### src/rtl/fakeram7_ctrl_pkg.sv
// Shared helpers for the fakeram7 dual-port request controller.
// Holds the default macro geometry, the strobe-to-mask expansion and the credit counter width.
package fakeram7_ctrl_pkg;

    localparam int BITS_DEF       = 32;
    localparam int WORD_DEPTH_DEF = 512;
    localparam int ADDR_WIDTH_DEF = 9;
    localparam int RSP_DEPTH_DEF  = 3;

    // Width able to hold 0..depth inclusive.
    function automatic int rsp_cnt_w(input int depth);
        return $clog2(depth + 1);
    endfunction

    // One byte strobe becomes eight bit-mask lanes.
    function automatic logic [7:0] strb2mask(input logic strb);
        return {8{strb}};
    endfunction

endpackage

### src/rtl/fakeram7_rsp_fifo.sv
// Small per-port read response FIFO.
// Occupancy is exported so the top level can compute read credits.
module fakeram7_rsp_fifo
    import fakeram7_ctrl_pkg::*;
#(
    parameter int BITS  = 32,
    parameter int DEPTH = 3
) (
    input  logic                        clk,
    input  logic                        rst_n,
    input  logic                        push_i,
    input  logic [BITS-1:0]             wdata_i,
    input  logic                        pop_i,
    output logic [BITS-1:0]             rdata_o,
    output logic                        full_o,
    output logic                        empty_o,
    output logic [rsp_cnt_w(DEPTH)-1:0] count_o
);

    localparam int CNT_W = rsp_cnt_w(DEPTH);
    localparam int PTR_W = (DEPTH > 1) ? $clog2(DEPTH) : 1;

    logic [BITS-1:0]  mem_q [DEPTH];
    logic [PTR_W-1:0] wr_ptr_q, wr_ptr_d;
    logic [PTR_W-1:0] rd_ptr_q, rd_ptr_d;
    logic [CNT_W-1:0] count_q, count_d;
    logic             do_push, do_pop;

    function automatic logic [PTR_W-1:0] ptr_inc(input logic [PTR_W-1:0] p);
        return (p == PTR_W'(DEPTH - 1)) ? '0 : p + PTR_W'(1);
    endfunction

    assign full_o  = (count_q == CNT_W'(DEPTH));
    assign empty_o = (count_q == '0);
    assign count_o = count_q;
    assign rdata_o = mem_q[rd_ptr_q];

    assign do_push = push_i & (~full_o | pop_i);
    assign do_pop  = pop_i & ~empty_o;

    always_comb begin
        wr_ptr_d = wr_ptr_q;
        rd_ptr_d = rd_ptr_q;
        count_d  = count_q;
        if (do_push) wr_ptr_d = ptr_inc(wr_ptr_q);
        if (do_pop)  rd_ptr_d = ptr_inc(rd_ptr_q);
        if (do_push && !do_pop) count_d = count_q + CNT_W'(1);
        if (do_pop && !do_push) count_d = count_q - CNT_W'(1);
    end

    always_ff @(posedge clk or negedge rst_n) begin
        if (!rst_n) begin
            wr_ptr_q <= '0;
            rd_ptr_q <= '0;
            count_q  <= '0;
        end else begin
            wr_ptr_q <= wr_ptr_d;
            rd_ptr_q <= rd_ptr_d;
            count_q  <= count_d;
        end
    end

    // Payload storage carries no reset; only the pointers define validity.
    always_ff @(posedge clk) begin
        if (do_push) mem_q[wr_ptr_q] <= wdata_i;
    end

    a_no_overflow: assert property (@(posedge clk) disable iff (!rst_n)
        !(push_i && full_o && !pop_i));
    a_no_underflow: assert property (@(posedge clk) disable iff (!rst_n)
        !(pop_i && empty_o));

endmodule

### src/rtl/fakeram7_dp_512x32_ctrl.sv
// Request-side controller for the fakeram7_dp_512x32 dual-port macro.
// Drives macro pins from accepted requests, blocks B on write-involved address conflicts, and buffers reads.
module fakeram7_dp_512x32_ctrl
    import fakeram7_ctrl_pkg::*;
#(
    parameter int BITS       = BITS_DEF,
    parameter int WORD_DEPTH = WORD_DEPTH_DEF,
    parameter int ADDR_WIDTH = ADDR_WIDTH_DEF,
    parameter int RSP_DEPTH  = RSP_DEPTH_DEF
) (
    input  logic                  clk,
    input  logic                  rst_n,

    input  logic                  req_valid_A,
    output logic                  req_ready_A,
    input  logic                  req_we_A,
    input  logic [ADDR_WIDTH-1:0] req_addr_A,
    input  logic [BITS-1:0]       req_wdata_A,
    input  logic [BITS/8-1:0]     req_wstrb_A,
    output logic                  rsp_valid_A,
    input  logic                  rsp_ready_A,
    output logic [BITS-1:0]       rsp_rdata_A,

    input  logic                  req_valid_B,
    output logic                  req_ready_B,
    input  logic                  req_we_B,
    input  logic [ADDR_WIDTH-1:0] req_addr_B,
    input  logic [BITS-1:0]       req_wdata_B,
    input  logic [BITS/8-1:0]     req_wstrb_B,
    output logic                  rsp_valid_B,
    input  logic                  rsp_ready_B,
    output logic [BITS-1:0]       rsp_rdata_B,

    output logic                  ram_ce_in,
    output logic                  ram_we_in_A,
    output logic                  ram_we_in_B,
    output logic [ADDR_WIDTH-1:0] ram_addr_in_A,
    output logic [ADDR_WIDTH-1:0] ram_addr_in_B,
    output logic [BITS-1:0]       ram_wd_in_A,
    output logic [BITS-1:0]       ram_wd_in_B,
    output logic [BITS-1:0]       ram_w_mask_in_A,
    output logic [BITS-1:0]       ram_w_mask_in_B,
    input  logic [BITS-1:0]       ram_rd_out_A,
    input  logic [BITS-1:0]       ram_rd_out_B
);

    localparam int CNT_W = rsp_cnt_w(RSP_DEPTH);
    localparam int NB    = BITS / 8;
    localparam logic [ADDR_WIDTH-1:0] MAX_ADDR = ADDR_WIDTH'(WORD_DEPTH - 1);

    logic             run_q;
    logic             rd_pend_A_q, rd_pend_B_q;
    logic [CNT_W-1:0] fifo_cnt_A, fifo_cnt_B;
    logic [CNT_W:0]   cnt_A, cnt_B;
    logic             credit_A, credit_B;
    logic             acc_A, acc_B, wr_A, wr_B, collide;
    logic             pop_A, pop_B, empty_A, empty_B, full_A, full_B;

    // Pending reads hold a credit until they land in the FIFO.
    assign cnt_A    = {1'b0, fifo_cnt_A} + (CNT_W+1)'(rd_pend_A_q);
    assign cnt_B    = {1'b0, fifo_cnt_B} + (CNT_W+1)'(rd_pend_B_q);
    assign credit_A = (cnt_A < (CNT_W+1)'(RSP_DEPTH));
    assign credit_B = (cnt_B < (CNT_W+1)'(RSP_DEPTH));

    assign collide = acc_A & req_valid_B & (req_addr_A == req_addr_B) & (req_we_A | req_we_B);

    assign req_ready_A = run_q & (req_we_A | credit_A);
    assign req_ready_B = run_q & (req_we_B | credit_B) & ~collide;
    assign acc_A       = req_valid_A & req_ready_A;
    assign acc_B       = req_valid_B & req_ready_B;
    assign wr_A        = acc_A & req_we_A;
    assign wr_B        = acc_B & req_we_B;

    assign ram_ce_in     = acc_A | acc_B;
    assign ram_we_in_A   = wr_A;
    assign ram_we_in_B   = wr_B;
    assign ram_addr_in_A = acc_A ? req_addr_A : '0;
    assign ram_addr_in_B = acc_B ? req_addr_B : '0;
    assign ram_wd_in_A   = acc_A ? req_wdata_A : '0;
    assign ram_wd_in_B   = acc_B ? req_wdata_B : '0;

    for (genvar i = 0; i < NB; i++) begin : g_mask
        assign ram_w_mask_in_A[8*i +: 8] = strb2mask(wr_A & req_wstrb_A[i]);
        assign ram_w_mask_in_B[8*i +: 8] = strb2mask(wr_B & req_wstrb_B[i]);
    end

    // run_q gives a synchronous release so no request is taken during or on the reset edge.
    always_ff @(posedge clk or negedge rst_n) begin
        if (!rst_n) begin
            run_q       <= 1'b0;
            rd_pend_A_q <= 1'b0;
            rd_pend_B_q <= 1'b0;
        end else begin
            run_q       <= 1'b1;
            rd_pend_A_q <= acc_A & ~req_we_A;
            rd_pend_B_q <= acc_B & ~req_we_B;
        end
    end

    assign rsp_valid_A = ~empty_A;
    assign rsp_valid_B = ~empty_B;
    assign pop_A       = rsp_valid_A & rsp_ready_A;
    assign pop_B       = rsp_valid_B & rsp_ready_B;

    fakeram7_rsp_fifo #(.BITS(BITS), .DEPTH(RSP_DEPTH)) u_rsp_fifo_A (
        .clk     (clk),
        .rst_n   (rst_n),
        .push_i  (rd_pend_A_q),
        .wdata_i (ram_rd_out_A),
        .pop_i   (pop_A),
        .rdata_o (rsp_rdata_A),
        .full_o  (full_A),
        .empty_o (empty_A),
        .count_o (fifo_cnt_A)
    );

    fakeram7_rsp_fifo #(.BITS(BITS), .DEPTH(RSP_DEPTH)) u_rsp_fifo_B (
        .clk     (clk),
        .rst_n   (rst_n),
        .push_i  (rd_pend_B_q),
        .wdata_i (ram_rd_out_B),
        .pop_i   (pop_B),
        .rdata_o (rsp_rdata_B),
        .full_o  (full_B),
        .empty_o (empty_B),
        .count_o (fifo_cnt_B)
    );

    a_cnt_A_bound: assert property (@(posedge clk) disable iff (!rst_n)
        cnt_A <= (CNT_W+1)'(RSP_DEPTH));
    a_cnt_B_bound: assert property (@(posedge clk) disable iff (!rst_n)
        cnt_B <= (CNT_W+1)'(RSP_DEPTH));
    a_push_room_A: assert property (@(posedge clk) disable iff (!rst_n)
        !(rd_pend_A_q && full_A && !pop_A));
    a_push_room_B: assert property (@(posedge clk) disable iff (!rst_n)
        !(rd_pend_B_q && full_B && !pop_B));
    a_addr_range: assert property (@(posedge clk) disable iff (!rst_n)
        (acc_A |-> req_addr_A <= MAX_ADDR) and (acc_B |-> req_addr_B <= MAX_ADDR));

endmodule

### config.mk
export PLATFORM = sky130hd
export DESIGN_NAME = fakeram7_dp_512x32_ctrl
export DESIGN_NICKNAME = d
export VERILOG_FILES = /design/src/rtl/fakeram7_ctrl_pkg.sv /design/src/rtl/fakeram7_rsp_fifo.sv /design/src/rtl/fakeram7_dp_512x32_ctrl.sv
export SDC_FILE = /design/constraint.sdc
export NUM_CORES = 1
export LEC_CHECK = 0
export ABC_CLOCK_PERIOD_IN_PS = 4150
export CAP_MARGIN = 20
export CORE_ASPECT_RATIO = 0.5
export CORE_MARGIN = 10
export CORE_UTILIZATION = 43
export DETAILED_ROUTE_END_ITERATION = 10
export PLACE_DENSITY = 0.8
export SLEW_MARGIN = 20
export SYNTH_ARGS = -nofsm -noshare
export SYNTH_HDL_FRONTEND = slang
export SYNTH_SLANG_ARGS = --single-unit
### constraint.sdc
create_clock -name clk -period 4.15 [get_ports clk]
set_input_delay 0.83 -clock clk [delete_from_list [all_inputs] [get_ports clk]]
set_output_delay 0.83 -clock clk [all_outputs]
set_load 0.01 [all_outputs]
==> flow_metrics.tcl, run 1 <==
set metrics [dict create \
    synth_top_area_cell "edfxtp_1" \
    fill_cells 1503 \
    rsz0062_at_grt "true" \
    dr.pass1.iters 7 \
    grt_pass1_vias 6864 \
    grt_pass1_wl_um 42400 \
    fmax_mhz 242 \
    antenna_found_initial 7 \
    vias 6664 \
    yosys.cell_count.top_type "edfxtp_1" \
    use_met1_pct 22.2 \
    grt_overflow 0 \
    ys_types 33 \
    clkTransAtPathRegs_ns 0.06 \
    synthFlopType "edfxtp_1" \
    powerDensity_nw_per_um2 508 \
    die_area_sq_um 27800 \
    initial_core_util_pct 44.2 \
    grt_max_degree 50 \
    numClockSinks 207 \
    grt_usage_pct 19.9 \
    ys_warn_count 0 \
    synthCells 702 \
    avgSynthCellArea_sq_um 13.0 \
    postPlaceCellArea_sq_um 12900 \
    fp.coreArea_sq_um 20700 \
    drv_slew 0 \
    grtUsageMet3_pct 5.53 \
    ys_top_cells_by_area "edfxtp_1 (63%), mux2i_1 (7.0%), buf_4 (4.7%), dfrtp_1 (4.1%), o21ai_0 (3.6%)" \
    dp_hpwl_um 21600 \
    max-vdd-ir-drop_uv 352 \
    synth_commonest_cells "edfxtp_1 (192), nand2_1 (74), o21ai_0 (66)" \
    yosysSeqAreaShare_pct 67.2 \
    maxCapViolations 0 \
    place_congestion 0.937 \
    io_pins 379 \
    drcViolationCount 0 \
    status "finished clean" \
    clk_latency_ns 0.49 \
    finalWirelength_um 29200 \
    async_reset_ff_share_pct 7.25 \
    cp_max_fo 24 \
    io_buffer_count 378 \
    tritoncts "built" \
    cp-end-kind "primary output" \
    wl_per_cell_um 22.2 \
    synth_edf_count 192 \
    slew_headroom_pct 48.1 \
    rows 37 \
    required_ns 3.32 \
    routed_via_density 5.06 \
    synth.top_cell.area_share_pct 63.1 \
    htreeDepth 1 \
    die_w_um 226 \
    postRouteAntennaNets 0 \
    critPathMaxStageDelay_ns 0.59 \
    top_usage_layer "met2" \
    crit_type "input port to primary output" \
    period_minus_slack_ns 4.14 \
    drive_above_1_share_pct 7.12 \
    setup_viol 0 \
    path_cells "clkdlybuf4s50_1 > xnor2_1 > nand4_1 > nor4_4 > buf_4 > nor3b_1 > buf_4 > clkdlybuf4s50_1" \
    die_y_um 123 \
    fin_skew_ns 0.0226 \
    ys_seq_elements 207 \
    cts.path.max_buffers 3 \
    drt-initial-drc-count 583 \
    syn_area_sq_um 9140 \
    slowest_stage "clkdlybuf4s50_1" \
    p_leak_nw 4.98 \
    tightest_slew_ns 0.777 \
    synth_nets 870 \
    nets 1194 \
    hold_viol 0 \
    post-route-period-util_pct 99.7 \
    stdcell_area_sq_um 13600 \
    cts_buffers 20 \
    use_met2_pct 36.4 \
    arrival_ns 3.31 \
    timing.setup.tns_ns 0 \
    clockRootBuffer "clkbuf_16" \
    startpoint_type "input port" \
    syn2layout_area_growth_pct 48.7 \
    hold_path.class "flop to flop" \
]
==> cells in the final DEF (no fill, tap or decap), drive strengths merged, types with 4 or more instances in the layout <==
cell and count:
a21o 5, and2 4, and3 42, buf 25, bufinv 4, clkbuf 22, clkdlybuf4s50 378, clkinv 6
dfrtp 15, diode 6, edfxtp 192, ha 6, inv 4, mux2i 64, nand2 74, nand3 42
nor2 46, nor3b 8, o21ai 68, xnor2 13
==> worst max-delay path, delay by kind of cell <==
family | cells | cell delay [ns]
xor gates and xnor gates | 1 | 0.16
buffers and inverters | 4 | 1.60
and+or+nand+nor | 3 | 0.72
==> layout make-up <==
type,count,area (sq um),share of cell area [%]
antenna,6,15.0,0.110
clock buffer,22,508,3.74
clock inverter,13,194,1.43
inverter,2,7.51,0.0552
multi-input combinational,392,2410,17.7
sequential,207,6150,45.2
tap,273,342,2.51
timing repair buffer,403,3970,29.2
==> kinds of logic after synthesis <==
logic type      Yosys count  synth area share [%]
xor+xnor                 15                  1.44
compound gates           79                  4.61
other cells               1                0.0410
simple gates            226                  11.8
buf+inv                 103                  6.97
flops                   207                  67.2
fa+ha+maj                 6                 0.821
mux                      65                  7.13
==> final timing paths <==
kind	cells after the start	slack (ns)	from	end
setup reg to reg	7	2.03	u_rsp_fifo_A.count_o[0]	rd_pend_B_q
hold / removal	1	0.54	u_rsp_fifo_B.count_o[1]	u_rsp_fifo_B.count_o[1]
max in group asynchronous	1	2.82	rst_n	u_rsp_fifo_A.rd_ptr_q[1]
min in group asynchronous	1	0.79	rst_n	u_rsp_fifo_B.wr_ptr_q[0]
setup / recovery	8	0.01	req_addr_B[8]	ram_w_mask_in_B[5]
hold reg to reg	1	0.54	u_rsp_fifo_B.count_o[1]	u_rsp_fifo_B.count_o[1]
==> power by group <==
| part | internal (mW) | leakage, nW | total, mW | switching, mW |
|---|---|---|---|---|
| Combinational | 1.21 | 2.72 | 2.28 | 1.06 |
| Sequential | 2.46 | 1.92 | 2.69 | 0.233 |
| Clock | 1.15 | 0.342 | 1.94 | 0.784 |
| Total | 4.82 | 4.98 | 6.90 | 2.08 |
==> per-layer routing <==
| metal | vias to the layer above | routed length, um |
|---|---|---|
| li1 | 3136 | - |
| met5 | - | 26 |
| met1 | 3246 | 11000 |
| met2 | 216 | 15500 |
| met3 | 62 | 1950 |
| met4 | 4 | 757 |
==> per-stage QoR <==
stage          utilization, %  worst slack [ns]  hold slack (ns)  total power [mW]  std cells
5_1_grt                  65.7            -0.140            0.586              7.21       1317
3_5_place_dp             62.1            0.0372            0.535              5.02       1275
4_1_cts                  65.6           0.00219            0.546              6.97       1311
6_report                 65.7            0.0122            0.544              6.90       1318
3_3_place_gp             62.1            0.0445            0.502              4.96       1275
2_1_floorplan               -             0.220            0.482              3.73        702
==> what timing repair did <==
item	CTS	global route
gates resized for setup	1	1
pin swaps	1	0
endpoints found under the setup margin	18	28
hold buffers	0	0
setup buffers	1	1
==> sequential cells by signal, summed over array words and instances, names as in the netlist <==
| name | count |
|---|---|
| rd_pend_A_q | 1 |
| rd_pend_B_q | 1 |
| run_q | 1 |
| u_rsp_fifo_A.count_o | 2 |
| u_rsp_fifo_A.mem_q | 96 |
| u_rsp_fifo_A.rd_ptr_q | 2 |
| u_rsp_fifo_A.wr_ptr_q | 2 |
| u_rsp_fifo_B.count_o | 2 |
| u_rsp_fifo_B.mem_q | 96 |
| u_rsp_fifo_B.rd_ptr_q | 2 |
| u_rsp_fifo_B.wr_ptr_q | 2 |
No activity file was read; power rests on OpenSTA's default activity.
==> inputs of run 2 (changes only) <==
--- a/config.mk
+++ b/config.mk
@@ -8,7 +8,7 @@
 export ABC_CLOCK_PERIOD_IN_PS = 4150
 export CAP_MARGIN = 20
 export CORE_ASPECT_RATIO = 0.5
-export CORE_MARGIN = 10
+export CORE_MARGIN = 5
 export CORE_UTILIZATION = 43
 export DETAILED_ROUTE_END_ITERATION = 10
 export PLACE_DENSITY = 0.8
==> flow_metrics.tcl, run 2 (synthesis results as in run 1) <==
set metrics [dict create \
    clkTransAtPathRegs_ns 0.06 \
    initial_core_util_pct 44.1 \
    tightest_slew_ns 0.753 \
    slowest_stage "clkdlybuf4s50_1" \
    finalWirelength_um 26400 \
    pwr-share-comb_pct 33.2 \
    rsz0062_at_grt "true" \
    layout_commonest_cell "clkdlybuf4s50_1" \
    drcViolationCount 0 \
    numClockSinks 207 \
    intPower_mw 4.74 \
    routed_via_density 4.96 \
    grt_pass1_wl_um 39500 \
    mostFrequentLayoutCells "clkdlybuf4s50_1 (378), edfxtp_1 (192), nand2_1 (74)" \
    status "finished clean" \
    startpoint_type "flop" \
    arrival_ns 3.22 \
    setup_viol 0 \
    fmax_mhz 247 \
    drt-initial-drc-count 431 \
    crit_type "flop to primary output" \
    slew_headroom_pct 49.7 \
    hold_viol 0 \
    die_w_um 216 \
    powerDensity_nw_per_um2 499 \
    critPathTopFamily "buffers and inverters" \
    post-route-period-util_pct 97.5 \
    antenna_found_initial 3 \
    htreeDepth 1 \
    r2r_start "u_rsp_fifo_A.count_o[0]" \
    cp-end-kind "primary output" \
    postCtsHoldBufs 0 \
    dp_hpwl_um 19200 \
    max-vdd-ir-drop_uv 282 \
    drive_above_1_share_pct 6.95 \
    die_area_sq_um 24400 \
    place_congestion 0.898 \
    path_cells "ha_1 > ha_1 > a21oi_2 > o211ai_1 > nor4_4 > buf_4 > buf_4 > nor2_1 > clkdlybuf4s50_1" \
    setup_slack_ns 0.104 \
    critPathMaxStageDelay_ns 0.53 \
    r2r_setup_slack_ns 1.90 \
    dr.pass1.iters 5 \
    pre_cts_slack_ns -0.0845 \
    grt_usage_pct 20.8 \
    cts_resized 3 \
    nets 1190 \
    swShare_pct 29.9 \
    cp.depth 9 \
    cp_max_fo 27 \
    postRouteAntennaNets 0 \
    worst-path-buf-inv 3 \
    cts.path.max_buffers 3 \
    power_switching_mw 2.02 \
    die_y_um 113 \
    wl_per_cell_um 20.1 \
    seq_power_share_pct 39.6 \
    fill_cells 1495 \
    rows 37 \
    fp.coreArea_sq_um 20700 \
    drv_slew 0 \
    period_minus_slack_ns 4.05 \
    io_pins 379 \
    p_leak_nw 4.95 \
    vias 6509 \
    hold_path.class "flop to flop" \
    grt_max_degree 45 \
    grt_pass1_vias 6661 \
    clk_latency_ns 0.49 \
    syn2layout_area_growth_pct 48.1 \
    ff2ff_path_depth 8 \
    io_buffer_count 378 \
    p_clk_share_pct 27.2 \
    fin_skew_ns 0.00759 \
    required_ns 3.32 \
    crit_path_end "ram_wd_in_B[17]" \
    finalPower_mw 6.76 \
    worstSetupStartpoint "u_rsp_fifo_A.count_o[0]" \
    cts_buffers 20 \
    maxCapViolations 0 \
    cts_setup_buffers 0 \
    tritoncts "built" \
    grt_overflow 0 \
    largestRegisters "u_rsp_fifo_A.mem_q x96, u_rsp_fifo_B.mem_q x96" \
    r2r-end "rd_pend_B_q" \
    clockRootBuffer "clkbuf_16" \
]
-- run 2: cell types whose count changed in the layout (fill, tap and decap cells not counted), moves of 2 or more --
| cell | previous run | this run |
|---|---|---|
| clkbuf_8 | 0 | 4 |
| diode_2 | 6 | 3 |
| buf_4 | 25 | 21 |
| bufinv_16 | 4 | 1 |
| inv_6 | 0 | 2 |
-- run 2: worst min path at each step --
stage	start	endpoint	depth (start not counted)
after floorplan	u_rsp_fifo_A.count_o[1]	u_rsp_fifo_A.count_o[1]	1
after global placement	u_rsp_fifo_A.count_o[1]	u_rsp_fifo_A.count_o[1]	1
after detailed placement	u_rsp_fifo_A.count_o[1]	u_rsp_fifo_A.count_o[1]	1
after CTS	u_rsp_fifo_A.count_o[1]	u_rsp_fifo_A.count_o[1]	1
after global routing	u_rsp_fifo_A.count_o[1]	u_rsp_fifo_A.count_o[1]	1
final	u_rsp_fifo_A.count_o[1]	u_rsp_fifo_A.count_o[1]	1
-- run 2: worst register-to-register path, stage by stage, from the launching register on --
cell,delay [ns]
dfrtp_1,0.43
ha_1,0.21
ha_1,0.28
a21oi_2,0.18
o211ai_1,0.17
nor4_4,0.35
buf_4,0.22
buf_4,0.22
nor4bb_1,0.08
-- run 2: power groups by stage --
stage	clock [mW]	sequential, mW	combinational (mW)
after floorplan	0	2.57	1.16
after global placement	0	2.71	2.23
after detailed placement	0	2.72	2.26
after CTS	1.89	2.68	2.28
after global routing	1.98	2.71	2.42
final	1.84	2.68	2.24
-- run 2: stage by stage --
stage / instances / hold WS (ns) / area [sq um] / utilization, % / setup TNS (ns)
after CTS: 1309 / 0.532 / 13500 / 65.2 / 0
after global routing: 1311 / 0.549 / 13500 / 65.2 / -1.08
after global placement: 1273 / 0.500 / 12800 / 61.9 / -0.301
final: 1312 / 0.529 / 13500 / 65.3 / 0
after detailed placement: 1273 / 0.519 / 12800 / 61.9 / -1.70
after floorplan: 702 / 0.482 / 9140 / - / 0
-- run 2: cell type report --
type	instances	area, sq um	share of cell area (%)
Antenna cell	3	7.51	0.0555
Clock buffer	26	584	4.32
Clock inverter	10	91.3	0.675
Inverter	2	7.51	0.0555
Multi-Input combinational cell	392	2410	17.8
Sequential cell	207	6150	45.4
Tap cell	273	342	2.52
Timing Repair Buffer	399	3940	29.1
-- run 2: metal layers --
layer / vias to the layer above / GRT usage [%] / wire length (um)
met2: 180 / 36.7 / 13600
li1: 3123 / - / -
met3: 34 / 5.67 / 1550
met1: 3170 / 25.7 / 10700
met5: - / 0 / 11
met4: 2 / 5.17 / 527
==> inputs of run 3 (changes only) <==
--- a/config.mk
+++ b/config.mk
@@ -8,7 +8,7 @@
 export ABC_CLOCK_PERIOD_IN_PS = 4150
 export CAP_MARGIN = 20
 export CORE_ASPECT_RATIO = 0.5
-export CORE_MARGIN = 5
+export CORE_MARGIN = 2
 export CORE_UTILIZATION = 43
 export DETAILED_ROUTE_END_ITERATION = 10
 export PLACE_DENSITY = 0.8
==> flow_metrics.tcl, run 3 (synthesis results as in run 1) <==
set metrics [dict create \
    status "finished clean" \
    timing.setup.tns_ns 0 \
    finalWirelength_um 25600 \
    grt_usage_pct 22.0 \
    grt_max_degree 68 \
    drive_above_1_share_pct 6.30 \
    crit_type "flop to primary output" \
    max-vdd-ir-drop_uv 281 \
    syn2layout_area_growth_pct 47.9 \
    die_area_sq_um 22500 \
    clk_latency_ns 0.50 \
    critPathMaxStageDelay_ns 0.65 \
    drv_slew 0 \
    die_y_um 107 \
    slew_headroom_pct 31.9 \
    powerDensity_nw_per_um2 495 \
    cts_buffers 20 \
    tightest_slew_ns 1.02 \
    setup_viol 0 \
    arrival_ns 3.11 \
    slowest_stage "clkdlybuf4s50_1" \
    htreeDepth 1 \
    startpoint_type "flop" \
    clockRootBuffer "clkbuf_16" \
    place_congestion 0.907 \
    seq_power_share_pct 41.4 \
    finalPower_mw 6.68 \
    final_core_util_pct 65.3 \
    p_clk_share_pct 26.8 \
    power_switching_mw 2.00 \
    intPower_mw 4.69 \
    path_cells "ha_1 > ha_1 > a21oi_2 > o211ai_1 > nor4_4 > buf_12 > nor3b_2 > clkdlybuf4s50_1" \
    use_met1_pct 27.4 \
    tritoncts "built" \
    die_w_um 210 \
    io_pins 379 \
    postRouteAntennaNets 0 \
    grt_overflow 0 \
    r2r_start "u_rsp_fifo_A.count_o[0]" \
    dr.pass1.iters 5 \
    maxCapViolations 0 \
    wl_per_cell_um 19.6 \
    drt-initial-drc-count 397 \
    hold_viol 0 \
    layout_commonest_cell "clkdlybuf4s50_1" \
    multiInputGateArea_sq_um 2430 \
    register_area_sq_um 6150 \
    post-route-period-util_pct 94.9 \
    p_leak_nw 4.92 \
    fmax_mhz 254 \
    vias 6622 \
    antenna_found_initial 2 \
    grt_pass1_wl_um 37700 \
    cts.path.max_buffers 3 \
    rsz0062_at_grt "false" \
    cp-end-kind "primary output" \
    fin_skew_ns 0.0228 \
    routed_via_density 5.07 \
    period_minus_slack_ns 3.94 \
    pwr-share-comb_pct 31.9 \
    worstSetupStartpoint "u_rsp_fifo_A.count_o[0]" \
    grtUsageMet3_pct 5.95 \
    use_met2_pct 38.3 \
    initial_core_util_pct 44.2 \
    nets 1186 \
    fill_cells 1533 \
    mostFrequentLayoutCells "clkdlybuf4s50_1 (378), edfxtp_1 (192), nand2_1 (74)" \
    top_usage_layer "met2" \
    drcViolationCount 0 \
    hp-start "u_rsp_fifo_A.count_o[1]" \
    cts_setup_buffers 0 \
    hold_path.class "flop to flop" \
    cp_max_fo 9 \
    swShare_pct 29.9 \
    io_buffer_count 378 \
    fp.coreArea_sq_um 20700 \
    required_ns 3.32 \
    rows 37 \
    numClockSinks 207 \
    worst_path_most_repeated_cell "ha_1" \
    dp_hpwl_um 18400 \
    largestRegisters "u_rsp_fifo_A.mem_q x96, u_rsp_fifo_B.mem_q x96" \
    grt_pass1_vias 6484 \
    clkTransAtPathRegs_ns 0.07 \
]
[run 3: worst paths after layout]
| kind | depth (start not counted) | endpoint | slack (ns) |
|---|---|---|---|
| max | 8 | ram_w_mask_in_B[24] | 0.21 |
| min | 1 | u_rsp_fifo_A.count_o[1] | 0.53 |
| max reg2reg | 8 | rd_pend_B_q | 2.03 |
| min reg2reg | 1 | u_rsp_fifo_A.count_o[1] | 0.53 |
| max in group asynchronous | 1 | u_rsp_fifo_A.rd_ptr_q[1] | 2.88 |
| min in group asynchronous | 1 | u_rsp_fifo_B.wr_ptr_q[1] | 0.76 |
[run 3: cell type report]
type	count	area share, %
repair buffers	395	29.1
clock buffers	24	3.81
flip-flops and latches	207	45.5
well taps	273	2.53
clock inverters	12	0.991
inverters	2	0.0555
diodes	1	0.0185
multi-input cells	392	18.0
[run 3: critical path: cells and delay by family (launching register included)]
kind	cells	cell delay (ns)
compound gates	2	0.36
fa+ha+maj	2	0.49
buf+inv	2	0.81
flops	1	0.44
simple gates	2	0.51
[run 3: layer usage]
metal  wire, um  vias up
met2      12900      240
met3       1810       32
met1      10500     3240
met5          0        -
li1           -     3110
met4        473        0
[run 3: what timing repair did]
action / 4_1_cts / 5_1_grt
hold buffers: 0 / 0
hold endpoints to repair: 0 / 0
endpoints found under the setup margin: 32 / 17
pin swaps: 0 / 1
resized for setup: 4 / 2
[run 3: power groups by stage]
stage,clock [mW],combinational (mW),sequential [mW]
6_report,1.79,2.13,2.76
5_1_grt,1.91,2.28,2.80
4_1_cts,1.83,2.15,2.77
3_5_place_dp,0,2.14,2.81
3_3_place_gp,0,2.11,2.80
2_1_floorplan,0,1.16,2.57
[run 3: stage by stage]
| step | instances | worst slack, ns | hold WS, ns | cell area, sq um |
|---|---|---|---|---|
| global route | 1306 | 0.00181 | 0.573 | 13500 |
| detailed placement | 1269 | -0.0989 | 0.514 | 12800 |
| finish | 1306 | 0.210 | 0.525 | 13500 |
| CTS | 1305 | 0.0955 | 0.530 | 13500 |
| global placement | 1269 | -0.00617 | 0.501 | 12800 |
| floorplan | 702 | 0.220 | 0.482 | 9140 |
